**config.mk**
```make
export PLATFORM = sky130hd
export DESIGN_NAME = mem_ctrl
export DESIGN_NICKNAME = d
export VERILOG_FILES = /design/src/rtl/mem_ctrl.sv
export SDC_FILE = /design/constraint.sdc
export NUM_CORES = 1
export LEC_CHECK = 0
export BUFFER_PORTS_ARGS = -buffer_cell sky130_fd_sc_hd__buf_2
export CORE_MARGIN = 3
export CORE_UTILIZATION = 48
export CTS_BUF_LIST = sky130_fd_sc_hd__clkbuf_4
export DETAILED_ROUTE_END_ITERATION = 10
export GPL_ROUTABILITY_DRIVEN = 1
export GPL_TIMING_DRIVEN = 0
export PLACE_DENSITY = 0.78
export SYNTH_ARGS = -nofsm -noshare
export SYNTH_HDL_FRONTEND = slang
export SYNTH_SLANG_ARGS = --single-unit
```
**constraint.sdc**
```tcl
create_clock -name clk -period 2.3 [get_ports clk]
set_clock_uncertainty 0.05 [all_clocks]
set_input_delay 0.115 -clock clk [delete_from_list [all_inputs] [get_ports clk]]
set_output_delay 0.115 -clock clk [all_outputs]
set_load 0.005 [all_outputs]
```
**src/rtl/mem_ctrl.sv**
```systemverilog
// Byte-serial load/store responder between the MEM stage and an 8-bit RAM port.
// Little-endian, one byte per cycle; loads are zero- or sign-extended on completion.
module mem_ctrl #(
    parameter int RAM_AW = 17
) (
    input  logic              clk,
    input  logic              rst,
    input  logic              req_i,
    input  logic              we_i,
    input  logic [1:0]        size_i,
    input  logic              sext_i,
    input  logic [31:0]       addr_i,
    input  logic [31:0]       wdata_i,
    output logic [31:0]       rdata_o,
    output logic              ready_o,
    output logic              stall_o,
    output logic [RAM_AW-1:0] ram_a_o,
    output logic              ram_wr_o,
    output logic [7:0]        ram_dout_o,
    input  logic [7:0]        ram_din_i
);

    localparam logic [1:0] S_IDLE  = 2'd0;
    localparam logic [1:0] S_STORE = 2'd1;
    localparam logic [1:0] S_LOAD  = 2'd2;
    localparam logic [1:0] S_DONE  = 2'd3;

    logic [1:0]  state;
    logic [2:0]  cnt;
    logic [2:0]  last;
    logic [1:0]  size_q;
    logic        sext_q;
    logic [23:0] wsh_q;
    logic [31:0] asm_q;
    logic        unused_addr;

    function automatic logic [31:0] extend(input logic [31:0] v, input logic [1:0] sz,
                                           input logic sx);
        case (sz)
            2'b00:   extend = {{24{sx & v[7]}}, v[7:0]};
            2'b01:   extend = {{16{sx & v[15]}}, v[15:0]};
            default: extend = v;
        endcase
    endfunction

    assign unused_addr = ^addr_i[31:RAM_AW];
    assign last    = (size_q == 2'b00) ? 3'd0 : (size_q == 2'b01) ? 3'd1 : 3'd3;
    assign stall_o = req_i & ~ready_o;
    assign rdata_o = ready_o ? extend(asm_q, size_q, sext_q) : 32'h0;

    always_ff @(posedge clk) begin
        if (!rst) begin
            state      <= S_IDLE;
            cnt        <= 3'd0;
            ram_a_o    <= '0;
            ram_wr_o   <= 1'b0;
            ram_dout_o <= 8'h00;
            ready_o    <= 1'b0;
        end else begin
            case (state)
                S_IDLE: begin
                    ready_o <= 1'b0;
                    if (req_i) begin
                        state    <= we_i ? S_STORE : S_LOAD;
                        cnt      <= 3'd0;
                        ram_a_o  <= addr_i[RAM_AW-1:0];
                        ram_wr_o <= we_i;
                        if (we_i)
                            ram_dout_o <= wdata_i[7:0];
                    end
                end
                S_STORE: begin
                    if (cnt == last) begin
                        state    <= S_DONE;
                        ram_wr_o <= 1'b0;
                        ready_o  <= 1'b1;
                    end else begin
                        cnt        <= cnt + 3'd1;
                        ram_a_o    <= ram_a_o + RAM_AW'(1);
                        ram_dout_o <= wsh_q[7:0];
                    end
                end
                S_LOAD: begin
                    // One extra cycle beyond the last address to catch the final read byte.
                    if (cnt == last + 3'd1) begin
                        state   <= S_DONE;
                        ready_o <= 1'b1;
                    end else begin
                        cnt <= cnt + 3'd1;
                        if (cnt != last)
                            ram_a_o <= ram_a_o + RAM_AW'(1);
                    end
                end
                default: begin
                    state   <= S_IDLE;
                    ready_o <= 1'b0;
                    cnt     <= 3'd0;
                end
            endcase
        end
    end

    // Datapath registers carry no reset; they are only consumed under control qualifiers.
    always_ff @(posedge clk) begin
        if (state == S_IDLE && req_i) begin
            size_q <= size_i;
            sext_q <= sext_i;
            wsh_q  <= wdata_i[31:8];
        end else if (state == S_STORE) begin
            wsh_q <= {8'h00, wsh_q[23:8]};
        end
        if (state == S_LOAD) begin
            case (cnt)
                3'd1:    asm_q[7:0]   <= ram_din_i;
                3'd2:    asm_q[15:8]  <= ram_din_i;
                3'd3:    asm_q[23:16] <= ram_din_i;
                3'd4:    asm_q[31:24] <= ram_din_i;
                default: ;
            endcase
        end
    end

endmodule
```
Word-level counts from Yosys, hierarchy flattened

Index checks and enable logic that the tools add are counted.

Flip-flop bits (word level): 91
Output and inout port bits: 60

Add/sub/neg operators: 3
Equality and inequality tests: 17
Reductions and logical operators: 16
Mux-type cells: 30
Bitwise operators: 4

Operator list:

| cell                                                 | count |
|---|---|
| two-way mux 17 bit                                   | 4 |
| one-hot mux 32 bit (2 select lines)                  | 1 |
| one-hot mux 17 bit (3 select lines)                  | 1 |
| two-way mux 24 bit                                   | 2 |
| two-way mux 32 bit                                   | 1 |
| two-way mux 8 bit                                    | 3 |
| adder 17 x 1 -> 17 bit (second input constant)       | 1 |
| one-hot mux 8 bit (2 select lines)                   | 1 |
| != test 2 bit (second input constant)                | 7 |
| two-way mux 2 bit                                    | 6 |
| AND reduction 2 bit                                  | 5 |
| two-way mux 3 bit                                    | 3 |
| one-hot mux 3 bit (3 select lines)                   | 1 |
| AND reduction 3 bit                                  | 3 |
| equality test 3 x 2 -> 1 bit (second input constant) | 2 |
| one-hot mux 2 bit (3 select lines)                   | 1 |
| AND reduction 5 bit                                  | 1 |
| equality test 2 x 1 -> 1 bit (second input constant) | 2 |
| zero test 2 bit                                      | 2 |
| two-way mux 1 bit                                    | 4 |
| one-hot mux 1 bit (2 select lines)                   | 2 |
| AND reduction 4 bit                                  | 1 |
| nonzero test 2 bit                                   | 2 |
| adder 2 x 1 -> 3 bit (second input constant)         | 1 |
| 11 further kinds                                     | 13 |

Depth between registers and ports, before layout

Gate-level depths: netlist of run 1.

Word-level depth: 7
Depth in mapped cells: 10

Least setup slack after synthesis of run 1

OpenSTA, ideal clock, no wires.

Path kind: reg-to-reg
From: reg state[0]
To: reg wsh_q[0], enable pin
Clock period less this slack: 2.337 ns
Slack: -0.037 ns
Data required time: 1.824 ns
Setup time: 0.426 ns
Cell stages (with the launch flop): 7
Arrival: 1.860 ns
Path through: dfxtp_1 inv_1 ha_1 clkbuf_1 nand2_1 clkbuf_1 nand2_1

Longest elaborated chain between the ends: 3
Elaborated cells on any way between the ends: 4
Those cells by class: eq/ne (1); reduce/logical (3)

RTL lines:

| what                                  | line | RTL |
|---|---|---|
| from (decl)                           | 28   | `logic [1:0] state;` |
| from (signal assigned)                | 64   | `state <= we_i ? S_STORE : S_LOAD;` |
| zero test 2 bit                       | 105  | `if (state == S_IDLE && req_i) begin` |
| logical AND 1 bit                     | 105  |  |
| nonzero test 2 bit (no source line) * | --   |  |
| to (signal assigned)                  | 108  | `wsh_q <= wdata_i[31:8];` |
| to (signal assigned)                  | 110  | `wsh_q <= {8'h00, wsh_q[23:8]};` |
| to (decl)                             | 33   | `logic [23:0] wsh_q;` |

Every way passes the cells marked *; elsewhere a longest branch is shown, timed or not.
A chain may end at the register's enable or synchronous reset.

Worst setup path after layout of run 1

From: reg size_q[1]
To: reg ram_a_o[16]

Longest elaborated chain between the ends: 7
Elaborated cells on any way between the ends: 12
Those cells by class: add/sub (1); eq/ne (7); mux (2); reduce/logical (2)

RTL lines:

| what                                   | line | RTL |
|---|---|---|
| from (decl)                            | 31   | `logic [1:0] size_q;` |
| from (signal assigned)                 | 106  | `size_q <= size_i;` |
| equality test 2 x 1 -> 1 bit           | 47   | `assign last = (size_q == 2'b00) ? 3'd0 : (size_q == 2'b01) ? 3'd1 : 3'd3;` |
| two-way mux 2 bit                      | 47   |  |
| two-way mux 2 bit *                    | 47   |  |
| adder 2 x 1 -> 3 bit                   | 85   | `if (cnt == last + 3'd1) begin` |
| equality test 3 bit                    | 85   |  |
| != test 2 bit (no source line)         | --   |  |
| AND reduction 5 bit (no source line) * | --   |  |
| to (signal assigned)                   | 66   | `ram_a_o <= addr_i[RAM_AW-1:0];` |
| to (signal assigned)                   | 79   | `ram_a_o <= ram_a_o + RAM_AW'(1);` |
| to (signal assigned)                   | 91   | `ram_a_o <= ram_a_o + RAM_AW'(1);` |
| to (decl)                              | 17   | `output logic [RAM_AW-1:0] ram_a_o,` |

Marked as above.

==> results.sh, run 1 <==
export IMPL_grt_pass1_wl_mm=19.5
export IMPL_finalMaxSlewViolations=0
export IMPL_grt_max_degree=25
export IMPL_power_per_cell_area_nw_per_um2=1050
export IMPL_fp_dieH_um=104
export IMPL_dr_first_iter_drc_count=342
export IMPL_rr_startpoint="size_q[1]$_DFFE_PP_"
export IMPL_gp_congestion=0.938
export IMPL_synth_cell_types=58
export IMPL_worst_hold_startpoint="addr_i[2]"
export IMPL_final_area_um2=6180
export IMPL_rsz0062_at_grt="yes"
export IMPL_clk_latency_ps=450
export IMPL_r2r_slack_ps=-9
export IMPL_relSlewSlack_pct=54.3
export IMPL_totalNegativeSetupSlack_ps=-8.71
export IMPL_nFillCells=665
export IMPL_drt_total_wl_mm=12.5
export IMPL_synth_nets=499
export IMPL_yosysTopAreaCellShare_pct=38.8
export IMPL_drive_gt1_share_pct=35.0
export IMPL_drc=0
export IMPL_wl_met2_mm=6.33
export IMPL_critPathLaunchType="register"
export IMPL_tightestPinTransition_ps=685
export IMPL_worstSetupPathType="register to register"
export IMPL_min_period_ps=2310
export IMPL_io_pins=139
export IMPL_fmax_ghz=0.433
export IMPL_outcome="complete, but fails checks"
export IMPL_cts_made_buffers=9
export IMPL_dr_wl_met3_um=930
export IMPL_io_buffers=123
export IMPL_crit_arrival_ps=2630
export IMPL_coreArea_um2=8980
export IMPL_maxCapViolCount=0
export IMPL_grt_pass1_vias=3894
export IMPL_synthXorXnorAreaFrac_pct=0.192
export IMPL_yosys_top_cells_area="edfxtp_1 (39%), dfxtp_1 (14%), mux2_2 (4.2%)"
export IMPL_yosys_area_share_adder_pct=2.74
export IMPL_area_growth_pct=35.5
export IMPL_setup_violations=1
export IMPL_grt_use_total_pct=22.1
export IMPL_cts_tree="built"
export IMPL_dr_pass1_iters=5
export IMPL_initial_core_util_pct=50.8
export IMPL_fin_crit_sh_pct=100
export IMPL_wl_met1_mm=5.06
export IMPL_cts_root_buf="clkbuf_4"
export IMPL_yosys_area_share_simple_pct=12.9
export IMPL_vias_per_cell=5.56
export IMPL_synth_seq_cells=91
export IMPL_yosys_mux_area_fraction_pct=6.83
export IMPL_worstPathMaxFanout=8
export IMPL_h_tree_depth=3
export IMPL_power_leakage_nw=2.60
export IMPL_drt_wirelength_per_cell_um=17.1
export IMPL_synth_top_family_by_area="compound AO/OA/AOI/OAI gates"
export IMPL_syn_cell_area_um2=4560
export IMPL_synth_area_per_cell_um2=11.1
export IMPL_setup_slack_ps=-8.71
export IMPL_postSynthCellCount=410
export IMPL_synthArstFlopShare_pct=0
export IMPL_yosys_warnings=0
export IMPL_antenna_found_initial=1
export IMPL_violations="negative setup slack"
export IMPL_crit_path_start="size_q[1]$_DFFE_PP_"
export IMPL_path_clk_slew_ps=160
export IMPL_place_area_um2=5340
export IMPL_hp_class="input pin to register"
export IMPL_die_w_um=104
export IMPL_dieArea_um2=10700
export IMPL_synth_compound_area_share_pct=18.6
export IMPL_via_count=4076
export IMPL_fin_nets=690
export IMPL_fin_util_pct=68.9
export IMPL_ant_nets=0
export IMPL_critPathRequiredTime_ps=2620
export IMPL_clock_path_buffers=2
export IMPL_min_delay_path_depth=4
export IMPL_synth_top_area_cell="edfxtp_1"
export IMPL_highest_layer="met4"
export IMPL_worst_ir_drop_vdd_v=0.000591
export IMPL_fin_worst_hold_slack_ps=4.90
export IMPL_final_hold_violation_count=0
export IMPL_place_hpwl_mm=8.10
export IMPL_ys_seq_area_share_pct=52.9
export IMPL_synth_edf_count=59
export IMPL_r2r_cells=8
export IMPL_num_rows=34
export IMPL_cp_end_kind="register"
export IMPL_clock_sinks=91
export IMPL_grt_remaining_overflow=0
export IMPL_synth_top_flop_cell="edfxtp_1"
==> cell families (layout without fill, tap and decap cells) <==
kind of cell,count (synthesis),after routing
AO/OA/AOI/OAI,113,113
buffers and inverters,59,255
multiplexers,29,29
other,0,1
AND/OR/NAND/NOR,107,107
XOR/XNOR,1,1
adder cells (fa/ha/maj),10,10
flip-flops,91,91
==> worst max-delay path, cell delays in order, from the launching register on <==
cell and delay, ps:
edfxtp_1 420, buf_6 150, or4bb_4 550, a31oi_4 330
a21o_1 200, buf_6 160, clkbuf_16 170, a211oi_2 50
o32ai_1 160
==> worst paths after layout <==
check | end
worst max-delay path | ram_a_o[16]$_SDFFE_PN0P_
worst min-delay path | ram_a_o[2]$_SDFFE_PN0P_
worst max register to register | ram_a_o[16]$_SDFFE_PN0P_
worst min register to register | ram_dout_o[1]$_SDFFE_PN0P_
==> flip-flops by register name (all words and copies together) (netlist names) <==
| signal | flops |
|---|---|
| ram_a_o | 17 |
| ram_wr_o | 1 |
| cnt | 3 |
| ready_o | 1 |
| ram_dout_o | 8 |
| asm_q | 32 |
| size_q | 2 |
| state | 2 |
| wsh_q | 24 |
| sext_q | 1 |
==> where the power goes <==
| part | internal, W | switching, W |
|---|---|---|
| logic | 0.00133 | 0.00178 |
| clock network | 0.000239 | 0.000603 |
| registers | 0.00223 | 0.000290 |
| total | 0.00380 | 0.00267 |
==> cell type report <==
type,instances,area [µm²],area share [%]
antenna,1,2.50,0.0405
buffer,27,169,2.73
clock buffer,9,67.6,1.09
clock inverter,7,61.3,0.992
inverter,29,109,1.76
multi-input combinational,260,1990,32.1
sequential,91,2420,39.1
tap,126,158,2.55
timing repair buffer,183,1210,19.6
==> metrics by stage <==
step                cells  worst slack, ps  total power [W]
finish                733            -8.71          0.00647
global route          733            -65.7          0.00684
CTS                   727             6.89          0.00620
detailed placement    659             -269          0.00521
global placement      659             -207          0.00511
floorplan             410              199          0.00434
==> timing repair <==
action                                  4_1_cts  5_1_grt
cloned                                        0        2
endpoints found under the hold margin        76        0
endpoints found under the setup margin       67       49
hold buffers                                 52        0
gates resized for setup                      13       24
pin swaps                                     0       17
setup buffers                                 1        5
==> routing by layer <==
metal / GRT usage, % / vias to the layer above
met5: 0 / -
li1: - / 1923
met3: 5.35 / 21
met4: 4.84 / 0
met1: 27.4 / 1934
met2: 39.2 / 198
==> cell usage after synthesis, drive strengths merged (9+ instances only) <==
library cell	number
and2	14
ha	10
buf	12
nand3	10
mux2i	12
o21a	9
clkbuf	18
nor2	21
mux2	17
and3	17
dfxtp	32
a21oi	36
edfxtp	59
a211oi	10
inv	29
o21ai	9
nand2	16
==> layout by cell type (no fill, tap or decap), types with 12 or more instances in the layout <==
cell and count:
a21oi_1 28, and2_1 14, and3_1 17, buf_2 125, dfxtp_1 29, dlygate4sd3_1 52
edfxtp_1 59, inv_1 29, mux2_2 17, mux2i_1 12, nand2_1 15, nor2_1 20
(Power assumes the default switching activity.)
==> run 2: changes to the inputs <==
==> constraint.sdc (replaced) <==
create_clock -name clk -period 2.1 [get_ports clk]
set_clock_uncertainty 0.05 [all_clocks]
set_input_delay 0.105 -clock clk [delete_from_list [all_inputs] [get_ports clk]]
set_output_delay 0.105 -clock clk [all_outputs]
set_load 0.005 [all_outputs]
==> results.sh, run 2 (synthesized netlist as in run 1, its figures left out) <==
export IMPL_outcome="complete, but fails checks"
export IMPL_violations="negative setup slack"
export IMPL_cts_made_buffers=9
export IMPL_final_hold_violation_count=0
export IMPL_grt_max_degree=25
export IMPL_cpMaxStageDelayCell="or4bb_4"
export IMPL_worstPathMaxFanout=4
export IMPL_dp_cells=659
export IMPL_regArea_um2=2420
export IMPL_power_per_cell_area_nw_per_um2=1200
export IMPL_cp_end_kind="register"
export IMPL_drt_wirelength_per_cell_um=17.5
export IMPL_cp_slowest_stage_delay_ps=580
export IMPL_crit_chain="or4bb_4 -> a31oi_4 -> a21o_1 -> buf_6 -> buf_12 -> nor3_2 -> o221a_2"
export IMPL_h_tree_depth=3
export IMPL_worst_ir_drop_vdd_v=0.000742
export IMPL_finalMaxSlewViolations=0
export IMPL_grt_use_met1_pct=27.0
export IMPL_grt_use_met3_pct=5.35
export IMPL_fmax_ghz=0.471
export IMPL_io_buffers=123
export IMPL_fin_crit_sh_pct=101
export IMPL_tightestPinTransition_ps=749
export IMPL_reg_top3="asm_q x32, wsh_q x24, ram_a_o x17"
export IMPL_grt_pass1_vias=4267
export IMPL_critPathRequiredTime_ps=2400
export IMPL_drc=0
export IMPL_nFillCells=583
export IMPL_clock_sinks=91
export IMPL_r2r_slack_ps=-20
export IMPL_fin_nets=708
export IMPL_fp_dieH_um=104
export IMPL_num_rows=34
export IMPL_largest_reg_flops=32
export IMPL_grt_busiest_layer="met2"
export IMPL_place_hpwl_mm=8.21
export IMPL_fin_util_pct=73.1
export IMPL_drt_total_wl_mm=13.1
export IMPL_initial_core_util_pct=50.8
export IMPL_rsz0062_at_grt="yes"
export IMPL_crit_arrival_ps=2420
export IMPL_grtUsageMet2_pct=41.9
export IMPL_min_period_ps=2120
export IMPL_grt_remaining_overflow=0
export IMPL_worstSetupPathType="register to register"
export IMPL_vias_per_cell=5.65
export IMPL_clk_latency_ps=440
export IMPL_area_growth_pct=43.8
export IMPL_ant_nets=0
export IMPL_antennaDiodeCount=0
export IMPL_critPathLaunchType="register"
export IMPL_cts_tree="built"
export IMPL_via_count=4238
export IMPL_relSlewSlack_pct=50.1
export IMPL_coreArea_um2=8980
export IMPL_hp_class="input pin to register"
export IMPL_drive_gt1_share_pct=40.2
export IMPL_antenna_found_initial=0
export IMPL_regMostFlops="asm_q"
export IMPL_place_ws_ps=-464
export IMPL_clock_path_buffers=2
export IMPL_cp_top_family="simple AND/OR/NAND/NOR gates"
export IMPL_dr_pass1_iters=5
export IMPL_fin_cells=750
export IMPL_dr_first_iter_drc_count=336
export IMPL_io_pins=139
export IMPL_maxCapViolCount=0
export IMPL_die_w_um=104
export IMPL_path_clk_slew_ps=140
export IMPL_totalNegativeSetupSlack_ps=-78.4
export IMPL_gp_congestion=0.895
export IMPL_final_common_cell="buf_2"
export IMPL_grt_use_total_pct=23.1
export IMPL_grt_pass1_wl_mm=20.4
export IMPL_multi_input_area_um2=2160
export IMPL_setup_violations=6
export IMPL_setup_slack_ps=-24.6
export IMPL_critPathBufInv=2
export IMPL_dieArea_um2=10700
export IMPL_power_leakage_nw=2.75
export IMPL_layout_common_cells="buf_2 (124), edfxtp_1 (59), dlygate4sd3_1 (53)"
export IMPL_cts_root_buf="clkbuf_4"
## run 2: worst reg2reg max path, stage by stage (launching register included)
cell	delay, ps
edfxtp_1	490
or4bb_4	580
a31oi_4	190
a21o_1	190
buf_6	140
buf_12	120
nor3_2	40
o221a_2	230
## run 2: layer usage
layer | wire, µm | vias up
met3 | 955 | 34
met1 | 5080 | 2027
met4 | 302 | 0
met2 | 6770 | 214
li1 | - | 1963
met5 | 0 | -
## run 2: layout make-up
| cell class | instances | area share, % |
|---|---|---|
| Clock buffer | 9 | 1.03 |
| Clock inverter | 7 | 1.03 |
| Buffer | 23 | 2.59 |
| Inverter | 29 | 1.66 |
| Multi-Input combinational cell | 260 | 32.9 |
| Tap cell | 126 | 2.40 |
| Timing Repair Buffer | 205 | 21.5 |
| Sequential cell | 91 | 36.9 |
## run 2: what timing repair did
item / CTS / global route
hold endpoints to repair: 78 / 0
setup endpoints to repair: 82 / 86
hold buffers: 53 / 0
cloned: 2 / 1
gates resized for setup: 36 / 45
pin swaps: 17 / 17
setup buffers: 13 / 16
## run 2: metrics by stage
step                      power, W  area, µm²  hold WS (ps)
after detailed placement   0.00573       5340           234
final                      0.00786       6560          3.53
after CTS                  0.00718       6270          9.57
after floorplan            0.00476       4570           154
after global placement     0.00561       5340           234
after global routing       0.00829       6560        -0.841
## run 2: final timing paths
kind,start,endpoint,depth (start not counted)
max,size_q[1]$_DFFE_PP_,ram_a_o[12]$_SDFFE_PN0P_,7
min,addr_i[4],ram_a_o[4]$_SDFFE_PN0P_,4
max reg2reg,size_q[1]$_DFFE_PP_,ram_a_o[12]$_SDFFE_PN0P_,7
min reg2reg,ram_dout_o[5]$_SDFFE_PN0P_,ram_dout_o[5]$_SDFFE_PN0P_,2
## run 2: where the power goes
group          internal, W  switching (W)
combinational      0.00190        0.00223
sequential         0.00245       0.000322
clock             0.000360       0.000600
total              0.00470        0.00315
